### config.mk
export PLATFORM = sky130hd
export DESIGN_NAME = ysyx_25070198_sbus_arbiter
export DESIGN_NICKNAME = d
export VERILOG_FILES = /design/src/rtl/ysyx_25070198_sbus_arbiter.sv
export SDC_FILE = /design/constraint.sdc
export NUM_CORES = 1
export LEC_CHECK = 0
export ABC_AREA = 0
export CAP_MARGIN = 10
export CORE_MARGIN = 2
export CORE_UTILIZATION = 42
export DETAILED_ROUTE_END_ITERATION = 16
export GPL_TIMING_DRIVEN = 0
export PLACE_DENSITY = 0.95
export SETUP_SLACK_MARGIN = 0.5
export SYNTH_ARGS = -nofsm -noshare
export SYNTH_HDL_FRONTEND = slang
export SYNTH_SLANG_ARGS = --single-unit
### constraint.sdc
create_clock -name clk -period 5.74 [get_ports clk]
set_input_delay 0.574 -clock clk [delete_from_list [all_inputs] [get_ports clk]]
set_output_delay 0.574 -clock clk [all_outputs]
set_load 0.05 [all_outputs]
### src/rtl/ysyx_25070198_sbus_arbiter.sv
// ysyx_25070198_sbus_arbiter: N-master round-robin SimpleBus arbiter, one outstanding transaction; define SBUS_ARB_TIMEOUT_EN for a slave watchdog
module ysyx_25070198_sbus_arbiter #(
  parameter int N_MASTERS = 2,
  parameter int ADDR_W = 32,
  parameter int DATA_W = 32,
  parameter int TIMEOUT = 255,
  localparam int MASK_W = DATA_W / 8,
  localparam int IW = (N_MASTERS > 1) ? $clog2(N_MASTERS) : 1
) (
  input  logic                          clk,
  input  logic                          rst,
  input  logic [N_MASTERS-1:0]          m_reqValid,
  output logic [N_MASTERS-1:0]          m_reqReady,
  input  logic [N_MASTERS*ADDR_W-1:0]   m_addr,
  input  logic [N_MASTERS-1:0]          m_wen,
  input  logic [N_MASTERS*DATA_W-1:0]   m_wdata,
  input  logic [N_MASTERS*MASK_W-1:0]   m_wmask,
  output logic [N_MASTERS-1:0]          m_respValid,
  output logic [DATA_W-1:0]             m_rdata,
  output logic                          m_respErr,
  output logic                          s_reqValid,
  input  logic                          s_reqReady,
  output logic [ADDR_W-1:0]             s_addr,
  output logic                          s_wen,
  output logic [DATA_W-1:0]             s_wdata,
  output logic [MASK_W-1:0]             s_wmask,
  input  logic                          s_respValid,
  input  logic [DATA_W-1:0]             s_rdata,
  input  logic                          s_respErr,
  output logic                          busy,
  output logic [IW-1:0]                 grant_id
);
  typedef enum logic [1:0] {IDLE, REQ, WAIT} state_t;
  state_t state;
  logic [IW-1:0] rr_ptr, gnt, idx, nxt;
  logic any, done, tmo;
  // round-robin pick: scanning downward lets the last hit be the first requester at or after rr_ptr
  always_comb begin
    gnt = '0;
    idx = '0;
    any = 1'b0;
    for (int i = N_MASTERS - 1; i >= 0; i--) begin
      idx = IW'((int'(rr_ptr) + i) % N_MASTERS);
      if (m_reqValid[idx]) begin
        gnt = idx;
        any = 1'b1;
      end
    end
  end
  assign nxt = (grant_id == IW'(N_MASTERS - 1)) ? '0 : grant_id + 1'b1;
  assign done = (state == WAIT) && s_respValid;
  assign busy = state != IDLE;
  assign s_reqValid = state == REQ;
  assign m_reqReady = (state == IDLE && any && !rst) ? N_MASTERS'(1) << gnt : '0;
`ifdef SBUS_ARB_TIMEOUT_EN
  localparam int CW = $clog2(TIMEOUT + 1);
  logic [CW-1:0] cnt;
  // watchdog held at zero while idle so it starts counting on entry to REQ
  always_ff @(posedge clk or posedge rst)
    if (rst) cnt <= '0;
    else cnt <= (state == IDLE) ? '0 : cnt + 1'b1;
  assign tmo = busy && cnt == CW'(TIMEOUT) && !done;
`else
  assign tmo = TIMEOUT < 0;
`endif
  // transaction FSM: grant and latch, present to slave, return registered response
  always_ff @(posedge clk or posedge rst)
    if (rst) begin
      state <= IDLE;
      rr_ptr <= '0;
      grant_id <= '0;
      s_addr <= '0;
      s_wen <= 1'b0;
      s_wdata <= '0;
      s_wmask <= '0;
      m_respValid <= '0;
      m_rdata <= '0;
      m_respErr <= 1'b0;
    end else begin
      m_respValid <= '0;
      if (state == IDLE && any) begin
        state <= REQ;
        grant_id <= gnt;
        s_addr <= m_addr[gnt*ADDR_W +: ADDR_W];
        s_wen <= m_wen[gnt];
        s_wdata <= m_wdata[gnt*DATA_W +: DATA_W];
        s_wmask <= m_wmask[gnt*MASK_W +: MASK_W];
      end else if (state == REQ && s_reqReady) state <= WAIT;
      if (done || tmo) begin
        state <= IDLE;
        rr_ptr <= nxt;
        m_respValid <= N_MASTERS'(1) << grant_id;
        m_rdata <= (done && !s_wen) ? s_rdata : '0;
        m_respErr <= done ? s_respErr : 1'b1;
      end
    end
endmodule
Word level (Yosys, flattened, before mapping). Cells that the tools add are included.

Register bits: 108. Bits of input ports: 177. Logic and storage cells: 49.

Add/subtract/negate cells: 2. Order comparisons: 3. Equality and inequality tests: 2. Shift operators: 5. Muxes and demuxes: 17. Reductions and logical operators: 10.

Operator list (count): indexed part select 64 x 7 -> 32 bit (2); two-way mux 32 bit (1); two-way mux 1 bit (11); two-way mux 2 bit (5); indexed part select 8 x 4 -> 4 bit (1); less-than comparator 1 x 2 -> 1 bit, second input constant (3); logical AND 1 bit (5); << shifter 1 x 1 -> 2 bit, first input constant (2); nonzero test 3 bit (1); adder 1 bit, second input constant (2); equality test 2 x 1 -> 1 bit, second input constant (1); equality test 2 bit, second input constant (1); logical NOT 1 bit (2); logical NOT 2 bit (1); nonzero test 2 bit (1).

Logic depth before layout (Yosys ltp). Gate-level depths: netlist of the first run.

Depth after elaboration: 8. Gate-level depth with buffers: 7.

Worst setup path before layout of the first run. OpenSTA, ideal clock, no wires.

Path kind: input to output. From: input rst. To: output m_reqReady[0]. Data arrival time: 3.570 ns. Required time: 5.166 ns. Setup slack: 1.596 ns. Stages on the path: 2. Path buffers: 0. Cell sequence: inv_1 and3_1.

Cells in the longest elaborated chain, start to end: 3.

RTL lines: from (decl) (line 11) `input logic rst,`; logical NOT 1 bit (no source line); logical AND 1 bit (line 54) `assign m_reqReady = (state == IDLE && any && !rst) ? N_MASTERS'(1) << gnt : '0;`; two-way mux 2 bit (line 54); to (decl) (line 13) `output logic [N_MASTERS-1:0] m_reqReady,`.

Every way passes these cells.

Final worst setup path of the first run. Same ends and word-level chain as after synthesis.

==> results of run 1 <==
## cell families after synthesis
group,share of synthesized area
AOI/OAI and AO/OA,0.264
DFF,0.528
and+or+nand+nor,0.144
buffers and inverters,0.0618
muxes,0.00220
## through the flow
step / hold WS, ns / total power, uW
after floorplan: 0.495 / 3180
after global placement: 0.435 / 4200
after detailed placement: 0.454 / 4260
after CTS: 0.464 / 4920
after global routing: 0.497 / 5160
final: 0.458 / 4910
## cells in the final DEF, fill, tap and decap left out, types with 3 or more instances in the layout
master           Yosys  final
clkdlybuf4s50_1      0    284
nand3_1             69     69
a31oi_1             69     69
nand2_1             33     33
inv_1                5      4
clkbuf_2             3      3
a21oi_2             10     10
clkbuf_16            0      9
buf_2               19     19
dfrtp_1            108    108
nand2b_1            33     33
o21ai_0             97     97
buf_6                3      3
nor2_1               3      3
o21ai_1              8      8
clkbuf_1            35     36
a21oi_1             60     60
## layout make-up
class	instances	area (um2)
fillers	872	3470
repair buffers	285	2870
flip-flops and latches	108	2700
multi-input cells	392	2100
plain buffers	62	290
clock buffers	12	256
well taps	147	184
clock inverters	4	56.3
inverters	7	28.8
## worst min path at each step
| stage | slack, ns | end |
|---|---|---|
| finish | 0.46 | m_respValid[0] |
| global placement | 0.43 | m_respValid[0] |
| detailed placement | 0.45 | m_respValid[0] |
| global route | 0.50 | m_respValid[0] |
| CTS | 0.46 | m_respValid[0] |
| floorplan | 0.50 | rr_ptr |
## power groups by stage
| stage | Combinational [uW] | Clock [uW] | Sequential [uW] |
|---|---|---|---|
| global placement | 2900 | 0 | 1300 |
| floorplan | 757 | 0 | 2430 |
| CTS | 2960 | 657 | 1300 |
| finish | 2950 | 653 | 1310 |
| global route | 3120 | 696 | 1340 |
| detailed placement | 2950 | 0 | 1310 |
## routing by layer
metal | global-route usage | up-vias
met5 | 0 | -
met4 | 0.102 | 0
met3 | 0.0731 | 52
met2 | 0.496 | 327
met1 | 0.329 | 2685
li1 | - | 2642
## flip-flops by register name, summed over array words and instances (netlist names)
register / count
state: 2
rr_ptr: 1
grant_id: 1
s_wen: 1
s_wdata: 32
m_respValid: 2
m_rdata: 32
s_wmask: 4
s_addr: 32
m_respErr: 1
## worst max-delay path, cell delays in order
cell	delay, ns
clkdlybuf4s50_1	0.46
inv_4	0.52
buf_16	0.34
and3_1	0.20
clkdlybuf4s50_1	0.81
==> summary.md, run 1 <==
| Metric | Value |
|---|---|
| Status | `finished, final reports clean` |
| Element type at the critical path end | `output pin` |
| Starting Density | `0.428` |
| Row Count | `40` |
| Initial DRC count | `443` |
| Pin count of the biggest net entering global routing | `59` |
| Share of layout cells above drive strength 1 | `0.0690` |
| WL met3 | `1600 um` |
| Synth top area cells | `dfrtp_1, o21ai_0, a31oi_1` |
| Final WS setup | `2.25 ns` |
| P_leak | `0.00334 uW` |
| Dpl cells | `1,001` |
| Fin cells | `1,017` |
| Drt pass-1 iters | `5` |
| Initial antenna violation count | `0` |
| Worst r2r path cells | `5` |
| WS Path Type | `input pin to output pin` |
| Fin crit period | `3.49 ns` |
| Reg-to-reg endpoint | `s_addr[24]` |
| Post-Syn Area per Cell | `9.00 um2` |
| Max capacitance violation total | `0` |
| Final ANT Viol Nets | `0` |
| RSZ-0062 raised after global routing | `false` |
| Via count | `5,706` |
| Post-Synthesis Cells | `569` |
| Slew HR | `0.551` |
| GPL Wtd Cong | `0.862` |
| IO Port Bufs | `284` |
| GRT Residual Overflow | `0` |
| Final worst-path cycle share | `0.608` |
| Crit path from | `rst` |
| Area Growth Syn to Fin | `65.8%` |
| Fraction of registers with async set/reset | `1.00` |
| Clk buf depth | `2` |
| Switch Pwr | `2450 uW` |
| Area share of the largest cell type after synthesis | `0.528` |
| I/O pin count | `286` |
| Most common cell in the netlist | `dfrtp_1` |
| Final hold vios | `0` |
| Clock group share of total power | `0.133` |
| Final setup vio count | `0` |
| Clk pin slew, worst setup/hold paths | `0.07 ns` |
| CTS tree | `built` |
| Hold crit path type | `register to register` |
| Drt total wl | `18,300 um` |
| Total CTS buffers | `9` |
| H-tree depth | `3` |
| Met2 WL post-DR | `9270 um` |
| Cell area after synthesis | `0.00512 mm2` |
| CTS sink cnt | `108` |
| Die W | `114 um` |
| Final net count | `1,042` |
| Detail Placement HPWL | `13,700 um` |
| Placed cell area | `0.00818 mm2` |
| First-pass GRT wire length | `28,700 um` |
| Synth Flop Type | `dfrtp_1` |
| Post-synth top area cell | `dfrtp_1` |
| Critical Path AT | `2.92 ns` |
| Util after Layout | `0.710` |
| Int Power | `2460 uW` |
| Drt wl/cell | `18.0 um` |
| ANT cells | `0` |
| Core Area | `0.0120 mm2` |
| Actual slew at the worst max-slew pin | `0.674 ns` |
| GRT Util Overall | `0.281` |
| Yosys Warn Count | `0` |
| Maximum vdd drop | `0.281 mV` |
| Library cells used by synthesis | `26` |
| Avg Vias per Cell | `5.61` |
| DP Worst Slack | `2.18 ns` |
| Vias in the first global route | `5,689` |
| M1 WL | `6900 um` |
| Most frequent cells after synthesis | `dfrtp_1, o21ai_0, a31oi_1, nand3_1, a21oi_1` |
| Startpoint Class | `input pin` |
| Switch share | `0.498` |
| Register-to-register setup slack | `3.71 ns` |
| Worst hold start | `grant_id` |
| WP data required | `5.17 ns` |
| Hold path cells | `1` |
| Post-synthesis sequential area ratio | `0.528` |
| Post-synthesis register bit count | `108` |
| Die area | `0.0131 mm2` |
| Crit-path max FO | `58` |
| Finished Cell Area | `0.00849 mm2` |
| PostCTS Resize Cnt | `0` |
| Top sig layer | `met4` |
| Clock latency on the worst-skew pair | `0.34 ns` |
| Worst setup path end | `m_reqReady[0]` |
| Max Clock Freq | `286 MHz` |
| Die H | `114 um` |
| Fin Clk Skew | `0.00477 ns` |
| Comb pwr share | `0.601` |
| Root Driver | `clkbuf_16` |
| Post-synth EDFFs | `0` |
| Final Max Tran Viols | `0` |
| TNS Setup | `0 ns` |
| Reg-to-Reg Start | `state[1]` |
| Post-synthesis net count | `746` |
| Pwr Density | `578 mW/mm2` |
| CTS Hold Buffers Added | `0` |
| Drt drc | `0` |
| Sequential Power Share | `0.266` |
| Postcts setup bufs | `0` |
Power figures use the tool's default switching activity.
==> inputs of run 2 (changes only) <==
--- a/config.mk
+++ b/config.mk
@@ -8,10 +8,10 @@
 export ABC_AREA = 0
 export CAP_MARGIN = 10
 export CORE_MARGIN = 2
-export CORE_UTILIZATION = 42
+export CORE_UTILIZATION = 39
 export DETAILED_ROUTE_END_ITERATION = 16
 export GPL_TIMING_DRIVEN = 0
-export PLACE_DENSITY = 0.95
+export PLACE_DENSITY = 0.92
 export SETUP_SLACK_MARGIN = 0.5
 export SYNTH_ARGS = -nofsm -noshare
 export SYNTH_HDL_FRONTEND = slang
==> constraint.sdc (replaced) <==
create_clock -name clk -period 3.4 [get_ports clk]
set_input_delay 0.34 -clock clk [delete_from_list [all_inputs] [get_ports clk]]
set_output_delay 0.34 -clock clk [all_outputs]
set_load 0.05 [all_outputs]
==> run 2 against run 1 <==
Net effect:
- flip-flop and latch count unchanged
- count of clock-buffer cells in the layout increased by 1
- power increased by 68%
- clock skew increased by 0.0049 ns
- global-route usage decreased by 0.93 points
- largest cell class unchanged
- largest power group unchanged
- highest routed layer unchanged
==> summary.md, run 2 (synthesis results as in run 1) <==
| Metric | Value |
|---|---|
| Status | `finished, final reports clean` |
| Final net count | `1,046 (+0.38%)` |
| H-tree depth | `3 (unchanged)` |
| Final worst-path cycle share | `0.771` |
| CTS tree | `built` |
| WS Path Type | `input pin to output pin` |
| Die W | `119 um (+3.6%)` |
| Crit-path cells | `clkdlybuf4s50_1 -> nand2b_1 -> buf_2 -> buf_2 -> nand2_1 -> nor3_1 -> dlygate4sd2_1` |
| Core Area | `0.0127 mm2 (+6.4%)` |
| Final WS setup | `0.780 ns (-1.47 ns)` |
| Area Growth Syn to Fin | `66.8%` |
| Reg-to-Reg Start | `state[1]` |
| Tot Pwr | `8240 uW (+68%)` |
| Root Driver | `clkbuf_16` |
| Crit-path max FO | `10 (-83%)` |
| Worst r2r path cells | `5 (unchanged)` |
| Slowest CP cell | `dlygate4sd2_1` |
| Worst hold start | `m_reqValid[1]` |
| Util after Layout | `0.671 (-0.0385)` |
| Element type at the critical path end | `output pin` |
| Final hold vios | `0 (unchanged)` |
| GRT Residual Overflow | `0 (unchanged)` |
| Hold crit path type | `input pin to register` |
| Detail Placement HPWL | `14,500 um (+6.0%)` |
| Clk pin slew, worst setup/hold paths | `0.07 ns (about the same)` |
| Starting Density | `0.403 (-0.0256)` |
| IO Port Bufs | `284 (unchanged)` |
| Final ANT Viol Nets | `0 (unchanged)` |
| First-pass GRT wire length | `30,500 um (+6.0%)` |
| Clock latency on the worst-skew pair | `0.35 ns (about the same)` |
| Total CTS buffers | `9 (unchanged)` |
| Switch share | `0.504 (+0.00554)` |
| Startpoint Class | `input pin` |
| Initial DRC count | `528 (+19%)` |
| Drt pass-1 iters | `5 (unchanged)` |
| Final Max Tran Viols | `0 (unchanged)` |
| ANT cells | `0 (unchanged)` |
| Fin Clk Skew | `0.00969 ns (+0.00492 ns)` |
| Drt total wl | `19,300 um (+5.8%)` |
| Share of layout cells above drive strength 1 | `0.0732 (+0.00426)` |
| Top cell by count, worst path | `buf_2` |
| Commonest non-fill, non-tap cell in the layout | `clkdlybuf4s50_1` |
| Drt wl/cell | `18.5 um (+2.9%)` |
| Pin count of the biggest net entering global routing | `34 (-42%)` |
| Pwr Density | `965 mW/mm2 (+67%)` |
| Initial antenna violation count | `0 (unchanged)` |
| WP data required | `3.06 ns (-2.11 ns)` |
| Crit path from | `m_reqValid[0]` |
| Final setup vio count | `0 (unchanged)` |
| Vias in the first global route | `5,817 (+2.2%)` |
| Die H | `119 um (+3.6%)` |
| CTS sink cnt | `108 (unchanged)` |
| Switch Pwr | `4150 uW (+70%)` |
| DP Worst Slack | `-0.0801 ns (-2.26 ns)` |
| Drt drc | `0 (unchanged)` |
| Slowest cell delay on critical path | `0.55 ns (-0.26 ns)` |
| Fin crit period | `2.62 ns` |
| Avg Vias per Cell | `5.52 (-1.5%)` |
| Clk buf depth | `2 (unchanged)` |
| GRT Util Overall | `0.272 (-0.00926)` |
| Sequential Power Share | `0.268 (+0.002)` |
| Row Count | `41 (+2.5%)` |
| Largest regs | `m_rdata: 32 flops, s_addr: 32 flops, s_wdata: 32 flops` |
| Slew HR | `0.585 (+0.0344)` |
| Reg-to-reg endpoint | `s_addr[31]` |
| Clock group share of total power | `0.122 (-0.011)` |
| Actual slew at the worst max-slew pin | `0.619 ns (-0.0549 ns)` |
| Via count | `5,779 (+1.3%)` |
| P_leak | `0.00335 uW (+0.17%)` |
| GPL Wtd Cong | `0.875 (+1.6%)` |
| Hold path cells | `3 (+2)` |
| Max Clock Freq | `382 MHz` |
| RSZ-0062 raised after global routing | `false` |
| Int Power | `4090 uW (+66%)` |
| Max capacitance violation total | `0 (unchanged)` |
| Worst hold path endpoint | `state[0]` |
| Comb pwr share | `0.609 (+0.008)` |
| Maximum vdd drop | `0.487 mV (+73%)` |
| Most frequent cells in the layout | `clkdlybuf4s50_1, dfrtp_1, o21ai_0` |
| CTS Hold Buffers Added | `0 (unchanged)` |
| Register-to-register setup slack | `1.62 ns (-2.09 ns)` |
| I/O pin count | `286 (unchanged)` |
| Die area | `0.0141 mm2 (+7.4%)` |
| Critical Path AT | `2.28 ns (-0.64 ns)` |
## run 2: cell count changes in the layout (fill, tap and decap cells not counted), sizes merged
cell	previous run	this run
clkinvlp	0	3
inv	8	6
clkdlybuf4s50	284	282
clkbuf	50	52
dlygate4sd2	0	1
bufinv	1	0
buf	25	28
## run 2: worst max-delay path: cells and delay by family
| family | cells | cell delay, ns |
|---|---|---|
| buffers and inverters | 4 | 1.53 |
| AND/OR/NAND/NOR | 3 | 0.40 |
## run 2: worst max-delay path by stage
stage | endpoint | slack, ns | depth (start not counted)
2_1_floorplan | m_reqReady[0] | 0.55 | 2
3_3_place_gp | m_reqReady[0] | -1.30 | 4
3_5_place_dp | m_reqReady[0] | -0.08 | 7
4_1_cts | m_reqReady[0] | 0.54 | 7
5_1_grt | m_reqReady[1] | 0.64 | 7
6_report | m_reqReady[1] | 0.78 | 7
## run 2: power by group through the flow
stage | combinational, uW | clock (uW) | sequential (uW)
final | 5020 | 1010 | 2210
after global routing | 5260 | 1070 | 2280
after CTS | 5020 | 1020 | 2200
after detailed placement | 5000 | 0 | 2220
after global placement | 4910 | 0 | 2180
after floorplan | 1280 | 0 | 4100
## run 2: cell type report
class / count / area [um2]
inverters: 7 / 30.0
flip-flops and latches: 108 / 2700
fillers: 1026 / 4180
plain buffers: 62 / 290
well taps: 172 / 215
repair inverters: 1 / 5.00
clock inverters: 3 / 21.3
clock buffers: 13 / 260
repair buffers: 288 / 2900
multi-input cells: 392 / 2110
## run 2: per-stage QoR
stage	TNS (ns)	hold WS [ns]	instances	cell area, um2
after floorplan	0	0.436	569	5120
after global placement	-1.30	0.461	1025	8180
after detailed placement	-0.0801	0.470	1028	8240
after CTS	0	0.403	1046	8540
after global routing	0	0.449	1046	8540
final	0	0.441	1046	8540
## run 2: repair_timing
item                       in CTS  in global routing
setup buffers                   1                  0
setup endpoints to repair       2                  1
resized for setup               3                  3
cloned                          1                  0
## run 2: routing by layer
| layer | vias to the layer above | global-route usage | part of all wire |
|---|---|---|---|
| li1 | 2656 | - | - |
| met1 | 2765 | 0.324 | 0.39 |
| met2 | 305 | 0.466 | 0.49 |
| met3 | 53 | 0.0652 | 0.085 |
| met4 | 0 | 0.117 | 0.034 |
| met5 | - | 0 | 0 |
==> inputs of run 3 (changes only) <==
--- a/config.mk
+++ b/config.mk
@@ -8,10 +8,10 @@
 export ABC_AREA = 0
 export CAP_MARGIN = 10
 export CORE_MARGIN = 2
-export CORE_UTILIZATION = 39
+export CORE_UTILIZATION = 35
 export DETAILED_ROUTE_END_ITERATION = 16
 export GPL_TIMING_DRIVEN = 0
-export PLACE_DENSITY = 0.92
+export PLACE_DENSITY = 0.88
 export SETUP_SLACK_MARGIN = 0.5
 export SYNTH_ARGS = -nofsm -noshare
 export SYNTH_HDL_FRONTEND = slang
==> constraint.sdc (replaced) <==
create_clock -name clk -period 2.15 [get_ports clk]
set_input_delay 0.215 -clock clk [delete_from_list [all_inputs] [get_ports clk]]
set_output_delay 0.215 -clock clk [all_outputs]
set_load 0.05 [all_outputs]
==> run 3 against run 2 <==
Net effect:
- cell count grew 1.6%
- non-clock buffer count grew 5
- die area grew 11%
- routed wire length shrank 0.84%
- hold slack lost 0.16 ns
- flip-flop and latch count is the same
- critical path type is now register to output pin
- critical endpoint is now m_reqReady[0]
==> summary.md, run 3 (synthesis results as in run 1) <==
| Metric | Value |
|---|---|
| Actual slew at the worst max-slew pin | `0.750 ns (+0.131 ns)` |
| Max Clock Freq | `562 MHz` |
| Worst hold start | `m_reqValid[1]` |
| Status | `finished, final reports clean` |
| Core Area | `0.0144 mm2 (+13%)` |
| Drt pass-1 iters | `5 (unchanged)` |
| Max capacitance violation total | `0 (unchanged)` |
| First-pass GRT wire length | `30,200 um (-0.88%)` |
| Initial DRC count | `408 (-23%)` |
| Die area | `0.0156 mm2 (+11%)` |
| Most frequent cells in the layout | `clkdlybuf4s50_1, dfrtp_1, dlygate4sd2_1` |
| Element type at the critical path end | `output pin` |
| Final ANT Viol Nets | `0 (unchanged)` |
| Worst Hold Slack | `0.286 ns (-0.155 ns)` |
| Total CTS buffers | `9 (unchanged)` |
| I/O pin count | `286 (unchanged)` |
| Share of layout cells above drive strength 1 | `0.102 (+0.0292)` |
| Pin count of the biggest net entering global routing | `43 (+26%)` |
| Initial antenna violation count | `0 (unchanged)` |
| Worst hold path endpoint | `state[0]` |
| Row Count | `44 (+7.3%)` |
| Placed cell area | `0.00825 mm2 (about the same)` |
| Maximum vdd drop | `0.637 mV (+31%)` |
| Fin Clk Skew | `0.00628 ns (-0.00341 ns)` |
| WP data required | `1.93 ns (-1.13 ns)` |
| Hold crit path type | `input pin to register` |
| Slew HR | `0.497 (-0.0881)` |
| Clock latency on the worst-skew pair | `0.35 ns (about the same)` |
| Drt wl/cell | `18.0 um (-2.4%)` |
| Worst r2r path cells | `6 (+1)` |
| Startpoint Class | `register` |
| Via count | `5,737 (-0.73%)` |
| Pwr Density | `1470 mW/mm2 (+53%)` |
| Root Driver | `clkbuf_16` |
| Reg-to-Reg Start | `state[1]` |
| Avg Vias per Cell | `5.40 (-2.3%)` |
| Final Max Tran Viols | `0 (unchanged)` |
| Tot Pwr | `12,600 uW (+53%)` |
| H-tree depth | `3 (unchanged)` |
| Clk pin slew, worst setup/hold paths | `0.07 ns (about the same)` |
| CTS sink cnt | `108 (unchanged)` |
| Critical Path AT | `1.56 ns (-0.72 ns)` |
| Drt total wl | `19,200 um (-0.84%)` |
| Fin crit period | `1.78 ns` |
| Clk buf depth | `2 (unchanged)` |
| Final setup vio count | `0 (unchanged)` |
| Final worst-path cycle share | `0.827` |
| Final net count | `1,051 (+0.48%)` |
| RSZ-0062 raised after global routing | `true` |
| Die W | `125 um (+5.4%)` |
| Finished Cell Area | `0.00857 mm2 (+0.38%)` |
| Register-to-register setup slack | `0.60 ns (-1.02 ns)` |
| WS Path Type | `register to output pin` |
| GRT Util Overall | `0.242 (-0.0301)` |
| Area Growth Syn to Fin | `67.4%` |
| Vias in the first global route | `5,694 (-2.1%)` |
| GPL Wtd Cong | `0.824 (-5.9%)` |
| Largest regs | `m_rdata: 32 flops, s_addr: 32 flops, s_wdata: 32 flops` |
| Commonest non-fill, non-tap cell in the layout | `clkdlybuf4s50_1` |
| Reg-to-reg endpoint | `s_wen` |
| Hold path cells | `3 (unchanged)` |
| P_leak | `0.00360 uW (+7.7%)` |
| Die H | `125 um (+5.4%)` |
| GRT Residual Overflow | `0 (unchanged)` |
| CTS tree | `built` |
| IO Port Bufs | `284 (unchanged)` |
| ANT cells | `0 (unchanged)` |
| TNS Setup | `0 ns (unchanged)` |
| Crit-path max FO | `3 (-7)` |
| Final hold vios | `0 (unchanged)` |
| Starting Density | `0.355 (-0.0475)` |
| Drt drc | `0 (unchanged)` |
| Detail Placement HPWL | `13,800 um (-5.2%)` |
==> run 3: cell types whose count changed in the layout (fill, tap and decap cells not counted), moves of 2 or more <==
cell             before  now
clkdlybuf4s50_1     282  175
clkbuf_4              0    4
buf_4                 3    8
buf_6                 3    7
buf_2                19   16
clkbuf_2              4   12
dlygate4sd2_1         1  105
buf_8                 0    2
clkbuf_1             37   24
==> run 3: critical path: stages (launching register included) <==
cell and delay (ns):
dfrtp_1 0.42, nand2b_4 0.15, buf_6 0.12, buf_8 0.12
nand2_8 0.07, and3_4 0.19, buf_8 0.14
==> run 3: final cells by class <==
| class | instances | area, um2 |
|---|---|---|
| Clock buffer | 11 | 243 |
| Sequential cell | 108 | 2700 |
| Multi-Input combinational cell | 392 | 2150 |
| Timing Repair Buffer | 293 | 2810 |
| Timing Repair inverter | 1 | 5.00 |
| Fill cell | 1267 | 5850 |
| Inverter | 7 | 30.0 |
| Tap cell | 184 | 230 |
| Buffer | 62 | 339 |
| Clock inverter | 5 | 60.1 |
==> run 3: where the power goes <==
group	internal, uW	switching (uW)	leakage, uW
clock	942	779	0.000146
sequential	2940	522	0.00127
combinational	2170	5270	0.00218
total	6050	6570	0.00360
==> run 3: per-stage QoR <==
stage	cells	util	worst slack, ns
after floorplan	569	-	-0.446
after global placement	1037	0.569	-2.27
after detailed placement	1039	0.572	-0.749
after CTS	1062	0.591	0.348
after global routing	1063	0.594	0.313
final	1063	0.594	0.372
==> run 3: per-layer routing <==
layer,part of all wire,vias up,global-route usage
met5,0,-,0
met4,0.026,0,0.0876
met3,0.084,40,0.0715
met2,0.50,272,0.410
met1,0.39,2753,0.293
li1,-,2672,-
==> run 3: worst max-delay path by stage <==
| stage | startpoint | endpoint | slack [ns] | cells after the start |
|---|---|---|---|---|
| floorplan | rst | m_reqReady[0] | -0.45 | 2 |
| global placement | rst | m_reqReady[0] | -2.27 | 4 |
| detailed placement | state[1] | m_reqReady[0] | -0.75 | 5 |
| CTS | rr_ptr | m_reqReady[0] | 0.35 | 6 |
| global route | rr_ptr | m_reqReady[0] | 0.31 | 6 |
| finish | rr_ptr | m_reqReady[0] | 0.37 | 6 |
==> run 3: repair_timing <==
action,in CTS,in global routing
pin swaps,3,3
setup endpoints to repair,179,63
resized for setup,140,36
hold buffers,0,0
gates cloned,1,0
setup buffers,6,1
